[config.mk]
export PLATFORM = sky130hd
export DESIGN_NAME = onehot_ring
export DESIGN_NICKNAME = d
export VERILOG_FILES = /design/src/rtl/onehot_ring.sv
export SDC_FILE = /design/constraint.sdc
export NUM_CORES = 1
export LEC_CHECK = 0
export BUFFER_PORTS_ARGS = -buffer_cell sky130_fd_sc_hd__buf_2
export CAP_MARGIN = 20
export CORE_MARGIN = 4
export CORE_UTILIZATION = 40
export CTS_CLUSTER_SIZE = 24
export DETAILED_ROUTE_END_ITERATION = 7
export PLACE_DENSITY = 0.75
export SYNTH_ARGS = -nofsm -noshare
export SYNTH_HDL_FRONTEND = slang
export SYNTH_SLANG_ARGS = --single-unit
[constraint.sdc]
create_clock -name clk -period 2.9 [get_ports clk]
set_input_delay 0.145 -clock clk [delete_from_list [all_inputs] [get_ports clk]]
set_output_delay 0.145 -clock clk [all_outputs]
set_load 0.005 [all_outputs]
[src/rtl/onehot_ring.sv]
// onehot_ring: registered one-hot position register with load/rotate/clear commands.
// Define ONEHOT_RING_AUTO_EN to enable autonomous up-stepping at a programmable dwell rate.
module onehot_ring #(
  parameter int unsigned N  = 8,
  parameter int unsigned IW = $clog2(N),
  parameter int unsigned DW = 8
) (
  input  logic          clk,
  input  logic          rst,
  input  logic          in_valid,
  output logic          in_ready,
  input  logic [1:0]    in_cmd,
  input  logic [IW-1:0] in_idx,
  output logic [N-1:0]  out,
  output logic [IW-1:0] out_idx,
  output logic          out_active,
  output logic          upd,
  output logic          err,
  input  logic [DW-1:0] dwell,
  input  logic          auto_go
);

  typedef enum logic [1:0] {
    CMD_LOAD  = 2'b00,
    CMD_UP    = 2'b01,
    CMD_DOWN  = 2'b10,
    CMD_CLEAR = 2'b11
  } cmd_e;

  localparam logic [IW-1:0] LAST_IDX = IW'(N - 1);

  logic          accept;
  logic          auto_step;
  logic [IW-1:0] up_idx;
  logic [IW-1:0] down_idx;
  logic [IW-1:0] nxt_idx;
  logic          nxt_active;
  logic          nxt_upd;
  logic          nxt_err;

  assign accept = in_valid & in_ready;

  // Wrap at N-1 rather than 2^IW-1 so non-power-of-two N never overflows.
  assign up_idx   = !out_active ? '0
                  : (out_idx == LAST_IDX) ? '0 : out_idx + IW'(1);
  assign down_idx = !out_active ? LAST_IDX
                  : (out_idx == '0) ? LAST_IDX : out_idx - IW'(1);

`ifdef ONEHOT_RING_AUTO_EN
  logic [DW-1:0] dwell_cnt;
  logic          cnt_run;

  assign in_ready  = ~auto_go;
  assign cnt_run   = auto_go & out_active;
  assign auto_step = cnt_run & (dwell_cnt == dwell);

  // Dwell counter: runs 0..dwell while auto-stepping, held at zero otherwise.
  always_ff @(posedge clk) begin
    if (rst) begin
      dwell_cnt <= '0;
    end else if (!cnt_run || auto_step) begin
      dwell_cnt <= '0;
    end else begin
      dwell_cnt <= dwell_cnt + DW'(1);
    end
  end
`else
  logic unused_auto;

  assign unused_auto = ^{dwell, auto_go};
  assign in_ready    = 1'b1;
  assign auto_step   = 1'b0;
`endif

  // Next position from the accepted command or an auto step.
  always_comb begin
    nxt_idx    = out_idx;
    nxt_active = out_active;
    nxt_upd    = 1'b0;
    nxt_err    = 1'b0;
    if (auto_step) begin
      nxt_idx = up_idx;
      nxt_upd = 1'b1;
    end else if (accept) begin
      nxt_upd = 1'b1;
      case (cmd_e'(in_cmd))
        CMD_LOAD: begin
          if (32'(in_idx) < N) begin
            nxt_idx    = in_idx;
            nxt_active = 1'b1;
          end else begin
            nxt_err = 1'b1;
          end
        end
        CMD_UP: begin
          nxt_idx    = up_idx;
          nxt_active = 1'b1;
        end
        CMD_DOWN: begin
          nxt_idx    = down_idx;
          nxt_active = 1'b1;
        end
        CMD_CLEAR: begin
          nxt_idx    = '0;
          nxt_active = 1'b0;
        end
        default: begin
          nxt_idx = out_idx;
        end
      endcase
    end
  end

  // One-hot vector is decoded from the index so the two can never disagree.
  always_ff @(posedge clk) begin
    if (rst) begin
      out        <= N'(1);
      out_idx    <= '0;
      out_active <= 1'b1;
      upd        <= 1'b0;
      err        <= 1'b0;
    end else begin
      out        <= nxt_active ? (N'(1) << nxt_idx) : '0;
      out_idx    <= nxt_idx;
      out_active <= nxt_active;
      upd        <= nxt_upd;
      err        <= nxt_err;
    end
  end

endmodule

==> flow_summary.yaml <==
final_layout:
  fillers: 130
  final_util_pct: 54.12
  layout_commonest_cell: "buf_2"
  fin_nets: 107
  layout.area.seq_sq_um: 260.3
  insertedDiodeCount: 0
  syn_to_final_growth_pct: 20.37
  layout_common_cells: "20 x buf_2, 13 x dfxtp_1, 7 x nor3_1, 5 x inv_1"
  multi_input_area_sq_um: 315.3
  drive_gt1_share_pct: 30.59
floorplan:
  die_w_microns: 47.19
  start_util_pct: 44.96
  coreArea_sq_um: 1366
  num_io_pins: 32
  die_area_sq_um: 2227
  rows: 13
  die_h_microns: 47.19
drt:
  dr_wl_met2_microns: 661
  top_layer_used: "met3"
  vias: 538
  via_per_inst: 5.380
  wl_met3_microns: 72
  drt_pre_antenna_iters: 4
  drt_iter0_markers: 8
  routed_wl_microns: 1236
  postRouteAntennaNets: 0
  routedWlPerCell_microns: 12.36
  route.detailed.drc: 0
  routedLengthMet1_microns: 502
pwr:
  comb_power_share_pct: 19.1
  switching_share_pct: 26.91
  cellPowerDensity_nw_per_um2: 504.2
  p_sw_mw: 0.1003
  power.leakage_nw: 0.3471
  ir_worst_vdd_v: 0.0002576
  p_seq_share_pct: 52.5
  clock_power_share_pct: 28.5
  intPower_mw: 0.2725
grt:
  grt_pass1_vias: 452
  grt_pass1_wl_microns: 1856
  grt_max_degree: 10
  track_usage_pct: 12.35
  antenna_found_initial: 0
  overflow: 0
synthesis:
  yosysUniqueCellTypes: 29
  avgSynthCellArea_sq_um: 9.599
  yosysSeqAreaShare_pct: 42.36
  synth_edf_count: 0
  async_flop_share_pct: 0
  syn_area_sq_um: 614.3
  yosys_warnings: 0
  ys_ff_latch: 13
  postSynthNetCount: 85
  synthFlopType: "dfxtp_1"
  syn-instance-count: 64
cts:
  htreeDepth: 1
  clock_path_buffers: 2
  clk_pin_slew_ns: 0.07
  hold_buffers: 0
  ctsResizeCount: 0
  cts_buffers: 3
  cts_root_buf: "clkbuf_4"
  cts.sinks: 13
  cts_setup_buffers: 0
  cts_tree: "built"
  clk_latency_ns: 0.27
setup_path:
  path_class: "reg2reg"
  reg2reg_slack_ns: 1.09
  rr_worst_depth: 6
  r2r_start: "out_idx[0]"
  worstPathRequired_ns: 3.09
  worstSetupStartpoint: "out_idx[0]"
  r2r_end: "out[2]"
  critPathLaunchType: "register"
  arrival_ns: 2.00
  end_kind: "register"
  path_max_fanout: 5
sta:
  min_period_ns: 1.811
  rsz0062_at_grt: "no"
  timing.fmax_mhz: 552.1
  post-route-period-util_pct: 62.46
  setup_viol: 0
  final.setup.tns_ns: 0
  hold_violations: 0
  timing.final.ws_setup_ns: 1.089
  finClkSkew_ns: 0.003273
  final_max_slew_viol_count: 0
placement:
  gp_congestion: 0.7503
  dpl.hpwl_microns: 978.6
  dp_slack_ns: 1.098
  port_buffers: 20
worst_hold_path:
  min_from: "rst"
  hold_path.class: "in2reg"
  hold_path_depth: 2
  holdPathEnd: "upd"
outcome:
  outcome: "completed"
run:
  drv_cap: 0
[per-stage QoR]
stage | hold WS, ns | instance area [sq um] | cells | total power, mW
finish | 0.1123 | 739.5 | 100 | 0.3729
global route | 0.1110 | 739.5 | 100 | 0.3957
CTS | 0.1027 | 739.5 | 100 | 0.3784
detailed placement | 0.3978 | 713.2 | 96 | 0.2710
global placement | 0.3949 | 713.2 | 96 | 0.2682
floorplan | 0.2117 | 614.3 | 64 | 0.2463
[power by group through the flow]
stage | Clock, mW | Sequential (mW) | Combinational, mW
after detailed placement | 0 | 0.200 | 0.0710
after CTS | 0.112 | 0.196 | 0.0711
final | 0.106 | 0.196 | 0.0711
after global placement | 0 | 0.200 | 0.0684
after global routing | 0.120 | 0.197 | 0.0785
after floorplan | 0 | 0.200 | 0.0462
[layer usage]
layer | global-route usage, % | vias to the layer above
li1 | - | 271
met1 | 14.22 | 250
met2 | 20.05 | 17
met3 | 6.897 | 0
met4 | 2.762 | 0
met5 | 0 | -
[synth_stat cells (2+ instances only)]
library cell   n  area, sq um
nand2_1        3        11.26
nor3_1         7        35.03
inv_1          5        18.77
conb_1         2        7.510
dfxtp_1       13        260.3
o31ai_1        2        15.01
nor2_1         4        15.01
ha_1           4        50.05
nand2b_1       3        18.77
buf_4          2        15.01
[state kept, by name, indices dropped and copies added (netlist names)]
signal / cells
out: 8
out_idx: 3
out_active: 1
upd: 1
[cell families (layout without fill, tap and decap cells)]
kind of cell | Yosys count | in the layout | synth area share, %
other | 2 | 2 | 1.222
adder cells (fa/ha/maj) | 4 | 4 | 8.147
AND/OR/NAND/NOR | 23 | 23 | 21.79
buffers and inverters | 8 | 29 | 6.312
flip-flops | 13 | 13 | 42.36
AO/OA/AOI/OAI | 14 | 14 | 20.16
[layout make-up]
| type | instances | area share [%] |
|---|---|---|
| inverters | 5 | 2.538 |
| repair buffers | 20 | 13.54 |
| clock buffers | 4 | 3.553 |
| flip-flops and latches | 13 | 35.19 |
| well taps | 15 | 2.538 |
| multi-input cells | 43 | 42.64 |
[worst max-delay path, stage by stage (launching register included)]
cell     delay [ns]
dfxtp_1        0.40
inv_1          0.10
ha_1           0.31
and3_1         0.18
o32ai_1        0.43
nand2_1        0.13
nor3_1         0.17
[how the worst max path moves through the flow]
| stage | endpoint | slack [ns] |
|---|---|---|
| 6_report | out[2] | 1.09 |
| 3_5_place_dp | out[2] | 1.10 |
| 2_1_floorplan | out[3] | 1.32 |
| 3_3_place_gp | out[3] | 1.14 |
| 4_1_cts | out[2] | 1.08 |
| 5_1_grt | out[2] | 1.01 |
No activity file was read; power rests on OpenSTA's default activity.
